<file path="src/rtl/lsu_ctrl_pkg.sv">
// lsu_ctrl_pkg: memory function codes, FSM state constants, the latched
// request record and small decode helpers shared by the load/store unit.
package lsu_ctrl_pkg;

    // Memory port function codes (3-bit, shared with the data memory).
    localparam logic [2:0] MEM_LB   = 3'd0;
    localparam logic [2:0] MEM_LH   = 3'd1;
    localparam logic [2:0] MEM_LW   = 3'd2;
    localparam logic [2:0] MEM_LBU  = 3'd3;
    localparam logic [2:0] MEM_LHU  = 3'd4;
    localparam logic [2:0] MEM_SB   = 3'd5;
    localparam logic [2:0] MEM_SH   = 3'd6;
    localparam logic [2:0] MEM_SW   = 3'd7;
    // The idle code is a harmless word read, never a store.
    localparam logic [2:0] MEM_IDLE = MEM_LW;

    // Controller states.
    localparam logic [0:0] ST_IDLE = 1'b0;
    localparam logic [0:0] ST_BUSY = 1'b1;

    // Request captured on a misaligned accept and replayed byte by byte.
    typedef struct packed {
        logic [2:0]  fn;
        logic [31:0] addr;
        logic [31:0] wdata;
        logic [2:0]  nbytes;
    } lsu_req_t;

    function automatic logic is_store(input logic [2:0] fn);
        return (fn == MEM_SB) || (fn == MEM_SH) || (fn == MEM_SW);
    endfunction

    // Access width in bytes; anything not half/word is a byte access.
    function automatic logic [2:0] access_bytes(input logic [2:0] fn);
        case (fn)
            MEM_LH, MEM_LHU, MEM_SH: return 3'd2;
            MEM_LW, MEM_SW:          return 3'd4;
            default:                 return 3'd1;
        endcase
    endfunction

    function automatic logic is_misaligned(input logic [2:0] fn, input logic [1:0] lsb);
        case (access_bytes(fn))
            3'd4:    return (lsb != 2'b00);
            3'd2:    return lsb[0];
            default: return 1'b0;
        endcase
    endfunction

endpackage

</file>
<file path="src/rtl/lsu_extend.sv">
// lsu_extend: sign/zero extension of raw little-endian load data by function
// code. Store codes produce zero so the response data of a store is 0.
module lsu_extend
    import lsu_ctrl_pkg::*;
(
    input  logic [2:0]  fn_i,
    input  logic [31:0] raw_i,
    output logic [31:0] data_o
);

    // Select the extension implied by the access type.
    always_comb begin
        case (fn_i)
            MEM_LB:  data_o = {{24{raw_i[7]}}, raw_i[7:0]};
            MEM_LH:  data_o = {{16{raw_i[15]}}, raw_i[15:0]};
            MEM_LW:  data_o = raw_i;
            MEM_LBU: data_o = {24'd0, raw_i[7:0]};
            MEM_LHU: data_o = {16'd0, raw_i[15:0]};
            default: data_o = 32'd0;
        endcase
    end

endmodule

</file>
<file path="src/rtl/lsu_ctrl.sv">
// lsu_ctrl: load/store initiator for the memory stage. Aligned accesses take
// one memory cycle; misaligned half/word accesses are replayed as byte
// accesses while req_ready is held low. Responses appear one cycle after the
// final memory access.
// Build option: define LSU_MISALIGN_TRAP_EN to answer misaligned requests
// with resp_fault instead of splitting them (BUSY then never entered).
module lsu_ctrl
    import lsu_ctrl_pkg::*;
#(
    parameter int ADDR_W = 32
)
(
    input  logic              clk,
    input  logic              reset,
    input  logic              req_valid,
    output logic              req_ready,
    input  logic [2:0]        req_fn,
    input  logic [ADDR_W-1:0] req_addr,
    input  logic [31:0]       req_wdata,
    output logic              resp_valid,
    output logic [31:0]       resp_data,
    output logic              resp_fault,
    output logic [2:0]        mem_fn,
    output logic [31:0]       mem_addr,
    output logic [31:0]       mem_wdata,
    input  logic [31:0]       mem_rdata
);

    logic [0:0]  state_q, state_d;
    lsu_req_t    req_q, req_d;
    logic [1:0]  cnt_q, cnt_d;
    logic [31:0] asm_q, asm_d;
    logic        resp_valid_q, resp_valid_d;
    logic [31:0] resp_data_q, resp_data_d;
    logic        resp_fault_q, resp_fault_d;

    logic [31:0] req_addr32;
    logic        busy;
    logic        req_go;
    logic        req_mis;
    logic [31:0] byte_addr;
    logic [7:0]  store_byte;
    logic        last_byte;
    logic [31:0] asm_merge;
    logic [2:0]  ext_fn;
    logic [31:0] ext_raw;
    logic [31:0] ext_data;

    assign req_addr32 = 32'(req_addr);
    assign busy       = (state_q == ST_BUSY);
    // Reset also silences the memory port so no store can commit while held.
    assign req_go     = req_valid & ~busy & ~reset;
    assign req_mis    = is_misaligned(req_fn, req_addr32[1:0]);
    assign byte_addr  = req_q.addr + {30'd0, cnt_q};
    assign store_byte = req_q.wdata[{cnt_q, 3'b000} +: 8];
    assign last_byte  = ({1'b0, cnt_q} == (req_q.nbytes - 3'd1));

    assign req_ready  = ~busy;
    assign resp_valid = resp_valid_q;
    assign resp_data  = resp_data_q;
    assign resp_fault = resp_fault_q;

    // Merge the byte returned this cycle into the assembly word.
    always_comb begin
        asm_merge = asm_q;
        asm_merge[{cnt_q, 3'b000} +: 8] = mem_rdata[7:0];
    end

    // One extender serves both the direct aligned path and the assembled word.
    assign ext_fn  = busy ? req_q.fn : req_fn;
    assign ext_raw = busy ? asm_merge : mem_rdata;

    lsu_extend u_extend (
        .fn_i   (ext_fn),
        .raw_i  (ext_raw),
        .data_o (ext_data)
    );

    // Drive the memory port: byte replay when busy, pass-through on accept.
    always_comb begin
        // NOTE: every output gets a default first so no path infers a latch.
        mem_fn    = MEM_IDLE;
        mem_addr  = 32'd0;
        mem_wdata = 32'd0;
        if (busy) begin
            mem_fn   = is_store(req_q.fn) ? MEM_SB : MEM_LBU;
            mem_addr = byte_addr;
            if (is_store(req_q.fn)) begin
                mem_wdata = {24'd0, store_byte};
            end
        end else if (req_go) begin
            if (!req_mis) begin
                mem_fn    = req_fn;
                mem_addr  = req_addr32;
                mem_wdata = req_wdata;
            end else begin
`ifndef LSU_MISALIGN_TRAP_EN
                mem_fn   = is_store(req_fn) ? MEM_SB : MEM_LBU;
                mem_addr = req_addr32;
                if (is_store(req_fn)) begin
                    mem_wdata = {24'd0, req_wdata[7:0]};
                end
`endif
            end
        end
    end

    // Next-state, request latch, byte counter and response computation.
    always_comb begin
        state_d      = state_q;
        req_d        = req_q;
        cnt_d        = cnt_q;
        asm_d        = asm_q;
        resp_valid_d = 1'b0;
        resp_data_d  = 32'd0;
        resp_fault_d = 1'b0;
        if (busy) begin
            asm_d = asm_merge;
            cnt_d = cnt_q + 2'd1;
            if (last_byte) begin
                state_d      = ST_IDLE;
                cnt_d        = 2'd0;
                resp_valid_d = 1'b1;
                resp_data_d  = ext_data;
            end
        end else if (req_go) begin
            if (!req_mis) begin
                resp_valid_d = 1'b1;
                resp_data_d  = ext_data;
            end else begin
`ifdef LSU_MISALIGN_TRAP_EN
                resp_valid_d = 1'b1;
                resp_fault_d = 1'b1;
`else
                req_d.fn     = req_fn;
                req_d.addr   = req_addr32;
                req_d.wdata  = req_wdata;
                req_d.nbytes = access_bytes(req_fn);
                cnt_d        = 2'd1;
                asm_d        = {24'd0, mem_rdata[7:0]};
                state_d      = ST_BUSY;
`endif
            end
        end
    end

    // State registers; reset aborts any split access immediately.
    always_ff @(posedge clk or posedge reset) begin
        if (reset) begin
            state_q      <= ST_IDLE;
            req_q        <= '0;
            cnt_q        <= 2'd0;
            asm_q        <= 32'd0;
            resp_valid_q <= 1'b0;
            resp_data_q  <= 32'd0;
            resp_fault_q <= 1'b0;
        end else begin
            // NOTE: non-blocking updates so every flop samples pre-edge values.
            state_q      <= state_d;
            req_q        <= req_d;
            cnt_q        <= cnt_d;
            asm_q        <= asm_d;
            resp_valid_q <= resp_valid_d;
            resp_data_q  <= resp_data_d;
            resp_fault_q <= resp_fault_d;
        end
    end

endmodule

</file>
<file path="config.mk">
export PLATFORM = sky130hd
export DESIGN_NAME = lsu_ctrl
export DESIGN_NICKNAME = d
export VERILOG_FILES = /design/src/rtl/lsu_ctrl_pkg.sv /design/src/rtl/lsu_extend.sv /design/src/rtl/lsu_ctrl.sv
export SDC_FILE = /design/constraint.sdc
export NUM_CORES = 1
export LEC_CHECK = 0
export BUFFER_PORTS_ARGS = -buffer_cell sky130_fd_sc_hd__buf_2
export CAP_MARGIN = 10
export CORE_ASPECT_RATIO = 1.25
export CORE_MARGIN = 2
export CORE_UTILIZATION = 44
export CTS_CLUSTER_SIZE = 20
export DETAILED_ROUTE_END_ITERATION = 10
export PLACE_DENSITY = 0.74
export SLEW_MARGIN = 20
export SYNTH_ARGS = -nofsm -noshare
export SYNTH_HDL_FRONTEND = slang
export SYNTH_HIERARCHICAL = 1
export SYNTH_SLANG_ARGS = --single-unit
</file>
<file path="constraint.sdc">
create_clock -name clk -period 8.8 [get_ports clk]
set_clock_uncertainty 0.1 [all_clocks]
set_input_delay 0.88 -clock clk [delete_from_list [all_inputs] [get_ports clk]]
set_output_delay 0.88 -clock clk [all_outputs]
set_load 0.005 [all_outputs]
</file>
# --- Yosys cells after proc, flatten, opt, wreduce, memory -nomap -nowiden ---
# Index checks and enable logic that the tools add are counted.
classes:
  add_sub_neg: 4
  n_eq_ne: 16
  n_shift: 3
  n_mux: 37
  bitwise: 4
  reduce_logical: 12
ops:
  columns: ["op", "n"]
  rows:
  - ["$mux W32", 13]
  - ["$pmux W32 S5", 1]
  - ["$add A32 B2 Y32", 1]
  - ["$bwmux W32", 1]
  - ["$shift A8 B7 Y32 const A", 1]
  - ["$shiftx A32 B6 Y8", 1]
  - ["$shiftx A8 B7 Y32", 1]
  - ["$eq A3 B3 Y1 const B", 9]
  - ["$mux W3", 6]
  - ["$mux W8", 2]
  - ["$eq A3 B2 Y1 const B", 4]
  - ["$mux W1", 8]
  - ["$mux W2", 4]
  - ["$neg A5 Y7", 1]
  - ["$eq A3 B1 Y1 const B", 2]
  - ["$pmux W3 S2", 1]
  - ["$reduce_bool A2 Y1", 3]
  - ["$logic_or A1 B1 Y1", 4]
  - ["$eq A2 B3 Y1", 1]
  - ["$logic_not A3 Y1", 1]
  - ["$reduce_and A3 Y1", 1]
  - ["$reduce_or A3 Y1", 1]
  - ["$sub A3 B1 Y3 const B", 1]
  - ["$add A2 B1 Y2 const B", 1]
  - ["other kinds (5)", 7]
totals:
  ff_bits: 138
  inputBits: 102
  output_inout_bits: 102
  wordCells: 85

# --- Depth between registers and ports, before layout ---
depth:
  depth_word: 8
  ltp_mapped: 12
  depth_no_buf: 8

# --- By module ---
# The synthesis kept the hierarchy.
modules_own_cells:
  columns: ["mod", "n_inst", "cells_each", "area_per_inst_um2", "seq_area_each_um2"]
  rows:
  - ["lsu_ctrl", 1, 834, 7467.2, 3453.3]
  - ["lsu_extend", 1, 92, 847.1, 0.0]

# --- Least setup slack after synthesis ---
# OpenSTA, ideal clock, no wires.
synth_path:
  kind: "input to output"
  startpoint: "in reset"
  endpoint: "out mem_fn[0]"
  t_arrival_ns: 4.835
  required_time_ns: 7.820
  slack_ns: 2.985
  cell_stages: 6
  path_buffers: 2
  path_cell_list: "inv_1 > and3_1 > clkbuf_1 > clkbuf_1 > o21ai_0 > nand2_1"
synth_via:
  elab_chain_cells: 4
synth_rtl:
  columns: ["element", "line_no", "text"]
  rows:
  - ["start, declared", "lsu_ctrl.sv:14", "input logic reset,"]
  - ["$not A1 Y1", "lsu_ctrl.sv:52", "assign req_go = req_valid & ~busy & ~reset;"]
  - ["$and A1 B1 Y1", "lsu_ctrl.sv:52", null]
  - ["$mux W3", "lsu_ctrl.sv:91", "end else if (req_go) begin"]
  - ["$mux W3", "lsu_ctrl.sv:85", "if (busy) begin"]
  - ["end, declared", "lsu_ctrl.sv:23", "output logic [2:0] mem_fn,"]
# No other way between the ends.

# --- Final worst setup path ---
layout_path:
  startpoint: "reg cnt_q[0]"
  endpoint: "out mem_addr[16]"
layout_via:
  elab_chain_cells: 2
layout_rtl:
  columns: ["element", "line_no", "text"]
  rows:
  - ["start, declared", "lsu_ctrl.sv:31", "logic [1:0] cnt_q, cnt_d;"]
  - ["start signal, assigned", "lsu_ctrl.sv:161", "cnt_q <= cnt_d;"]
  - ["$add A32 B2 Y32", "lsu_ctrl.sv:54", "assign byte_addr = req_q.addr + {30'd0, cnt_q};"]
  - ["$mux W32", "lsu_ctrl.sv:85", null]
  - ["end, declared", "lsu_ctrl.sv:24", "output logic [31:0] mem_addr,"]
# No other way between the ends.

==> impl_results.rst <==
.. list-table::
   :header-rows: 1

   * - Metric
     - Value
   * - Number of buffers inserted by port buffering
     - 202
   * - Count of warnings emitted by yosys
     - 6
   * - Portion of the post-synthesis area used by sequential elements
     - 41.5%
   * - CP endpoint kind
     - primary output
   * - Hold WC Path Type
     - reg -> reg
   * - Yosys top cell by area
     - sky130_fd_sc_hd__dfrtp_1
   * - Instance count of the mapped netlist
     - 926
   * - Post-DP HPWL
     - 14.8 mm
   * - Number of H-tree levels
     - 4
   * - Last weighted congestion value of the routability-driven placer
     - 0.828
   * - Initial core utilization
     - 44.6%
   * - Global route total overflow
     - 0
   * - CTS Hold Buffers Added
     - 0
   * - Most frequently used flop master after synthesis
     - sky130_fd_sc_hd__dfrtp_1
   * - Vias/cell
     - 5.57
   * - Residual antenna-violating net count after detailed routing
     - 0
   * - DRC violation total after the first TritonRoute iteration
     - 543
   * - Mean Syn Cell Area
     - 8.98 um^2
   * - Std-Cell Core Area
     - 18,600 um^2
   * - Share of the synthesized area in the top cell type
     - 41.5%
   * - Element type at the critical path start
     - flip-flop
   * - Sum of internal, switching and leakage power
     - 3.01 mW
   * - Resize count post-CTS
     - 0
   * - Flops & latches, synth
     - 138
   * - Cell types occupying the most area after synthesis
     - sky130_fd_sc_hd__dfrtp_1 (42%), sky130_fd_sc_hd__nand2_1 (12%), sky130_fd_sc_hd__and2_1 (5.0%)
   * - Ordered list of cells on the worst path
     - ha_1 > inv_1 > fa_1 > and4b_1 > nand3_1 > or4_1 > nand3_1 > buf_2
   * - Number of clock sinks
     - 138
   * - Sum of negative setup slack
     - 0 ns
   * - Die W
     - 127 um
   * - Post-synth EDFFs
     - 0
   * - Static power due to leakage
     - 5.04 nW
   * - Status
     - completed
   * - Global routing usage summed across all routing layers
     - 22.3%
   * - Slowest cell on the critical path
     - sky130_fd_sc_hd__dfrtp_1
   * - Area delta synth->final
     - 20.4%
   * - Register-to-register setup slack
     - 5.26 ns
   * - Proportion of layout cells with a drive suffix above 1
     - 26.3%
   * - Power density over the cells
     - 300 nW/um^2
   * - Total nets after synthesis
     - 1,040
   * - Number of fill cells
     - 1,696
   * - Commonest cells after routing, fill and taps aside
     - sky130_fd_sc_hd__nand2_1 (255), sky130_fd_sc_hd__buf_2 (202), sky130_fd_sc_hd__dfrtp_1 (137), sky130_fd_sc_hd__and2_1 (67), sky130_fd_sc_hd__a22o_1 (41)
   * - Tmin final
     - 4.60 ns
   * - Cell type group with the largest total delay on the critical path
     - simple AND/OR/NAND/NOR gates
   * - Rows
     - 56
   * - Final count of hold timing violations
     - 0
   * - Number of global-route vias before repair
     - 6,992
   * - Final wirelength
     - 22.0 mm
   * - Count of maximum capacitance violations
     - 0
   * - Number of DRC violations after detailed routing
     - 0
   * - Critical path required time
     - 7.82 ns
   * - Number of buffers inserted by post-CTS setup repair
     - 0
   * - Core Util, Final
     - 53.7%
   * - Antenna cells
     - 0
   * - Number of vias after detailed routing
     - 7,366
   * - Worst-margin pin slew
     - 0.940 ns
   * - Total Die Area
     - 20,000 um^2
   * - Root buffer cell
     - sky130_fd_sc_hd__clkbuf_16
   * - Leading cell type in the layout, fill and taps excluded
     - sky130_fd_sc_hd__nand2_1
   * - Largest net degree at the start of global routing
     - 77
   * - TritonCTS buffer count
     - 17
   * - Clk Latency, worst-skew pair
     - 0.42 ns
   * - CTS Buffer Depth
     - 2
   * - Relative slew slack
     - 37.3%
   * - Setup repair after global routing missed its margin
     - no
   * - Clock tree from TritonCTS
     - yes
   * - Cell with the most instances on the worst path
     - sky130_fd_sc_hd__nand3_1
   * - Path type of the worst setup path
     - reg -> out
   * - Post-synth cell types
     - 62
   * - Peak fanout along the critical path
     - 17
   * - Die height
     - 158 um
   * - Signal arrival time at the worst endpoint
     - 3.62 ns
   * - Final design area excluding fillers
     - 10,000 um^2
   * - Critical path buffer and inverter count
     - 2
   * - Wire length of the first global-routing pass
     - 35.7 mm
   * - Final Setup Violations
     - 0
   * - Critical path's largest stage delay
     - 0.89 ns
   * - Final net count
     - 1,192
   * - VDD IR-drop max
     - 0.141 mV
   * - Netlist area before placement
     - 8310 um^2
   * - Fraction of registers with async set/reset
     - 100%
   * - Share of the clock period used by the worst path after layout
     - 52.2%
   * - Count of pins over their slew limit
     - 0
   * - Boundary pin count
     - 204
   * - Final routed wire length divided by cell count
     - 16.6 um
   * - Area after detailed placement
     - 9300 um^2
   * - Clock transition at path regs
     - 0.06 ns
   * - TritonRoute pass-1 iters
     - 5
   * - Number of antenna violations at the first check in global routing
     - 0
   * - Maximum clock frequency
     - 218 MHz
## per-layer routing
metal,up-vias,GRT usage [%],wire length (um)
li1,3547,-,-
met1,3512,29.3,9700
met2,264,36.5,10600
met3,43,4.16,1160
met4,0,9.31,599
met5,-,0,0
## Yosys cell counts (8+ instances only)
library cell                count
sky130_fd_sc_hd__a221o_1       23
sky130_fd_sc_hd__and2_1        67
sky130_fd_sc_hd__inv_1         30
sky130_fd_sc_hd__or4_1          9
sky130_fd_sc_hd__a22o_1        41
sky130_fd_sc_hd__mux2i_1        9
sky130_fd_sc_hd__buf_2         15
sky130_fd_sc_hd__nor2_1        37
sky130_fd_sc_hd__o32ai_2       10
sky130_fd_sc_hd__buf_4         11
sky130_fd_sc_hd__mux4_2         8
sky130_fd_sc_hd__mux2_2        11
sky130_fd_sc_hd__ha_1          11
sky130_fd_sc_hd__o21ai_0       20
sky130_fd_sc_hd__clkbuf_1      42
sky130_fd_sc_hd__a21oi_1       12
sky130_fd_sc_hd__nand2_1      255
sky130_fd_sc_hd__nand4_1       15
sky130_fd_sc_hd__nand3_1       32
sky130_fd_sc_hd__o211ai_1      14
sky130_fd_sc_hd__dfrtp_1      138
sky130_fd_sc_hd__nand4bb_1     17
## registers in the layout (all words and copies together), names as in the netlist
signal      cells
asm_q          32
busy            1
resp_data      32
req_q          70
resp_valid      1
cnt_q           2
## metrics by stage
stage	instances	hold WS, ns	setup slack, ns
floorplan	926	0.340	2.99
global placement	1291	0.354	4.53
detailed placement	1291	0.359	4.32
CTS	1323	0.375	4.15
global route	1323	0.395	3.85
finish	1323	0.372	4.20
## report_power, final
| part | internal (mW) | total [mW] | leakage (nW) | switching [mW] |
|---|---|---|---|---|
| combinational | 0.493 | 1.08 | 2.89 | 0.586 |
| sequential | 0.871 | 1.08 | 1.81 | 0.210 |
| clock | 0.572 | 0.848 | 0.341 | 0.276 |
## tightest hold or removal path: cells and delay by family (launching register included)
kind | cells | cell delay, ns
flip-flops | 1 | 0.34
AND/OR/NAND/NOR | 2 | 0.10
## worst paths after layout
| check | startpoint | endpoint | cells past startpoint |
|---|---|---|---|
| min reg2reg | req_q[18] | req_q[18] | 2 |
| max reg2reg | cnt_q[0] | resp_data[31] | 8 |
| min in group asynchronous | reset | asm_q[23] | 2 |
| max | cnt_q[0] | mem_addr[16] | 8 |
| max in group asynchronous | reset | busy | 3 |
| min | req_q[18] | req_q[18] | 2 |
## cell type report
cell class	count	area [um^2]	area share, %
Tap cell	232	290	2.90
Clock buffer	23	498	4.97
Multi-Input combinational cell	682	4380	43.8
Sequential cell	138	3450	34.5
Inverter	30	118	1.17
Timing Repair Buffer	209	1060	10.6
Clock inverter	9	205	2.05
## cells by family after synthesis
group | Yosys count | share of synthesized area, %
and+or+nand+nor | 467 | 27.3
buffers and inverters | 106 | 6.06
other | 1 | 0.0451
AOI/OAI and AO/OA | 159 | 16.7
DFF | 138 | 41.5
muxes | 29 | 5.01
xor gates and xnor gates | 14 | 1.47
adders and majority gates | 12 | 1.90
(Power assumes the default switching activity.)
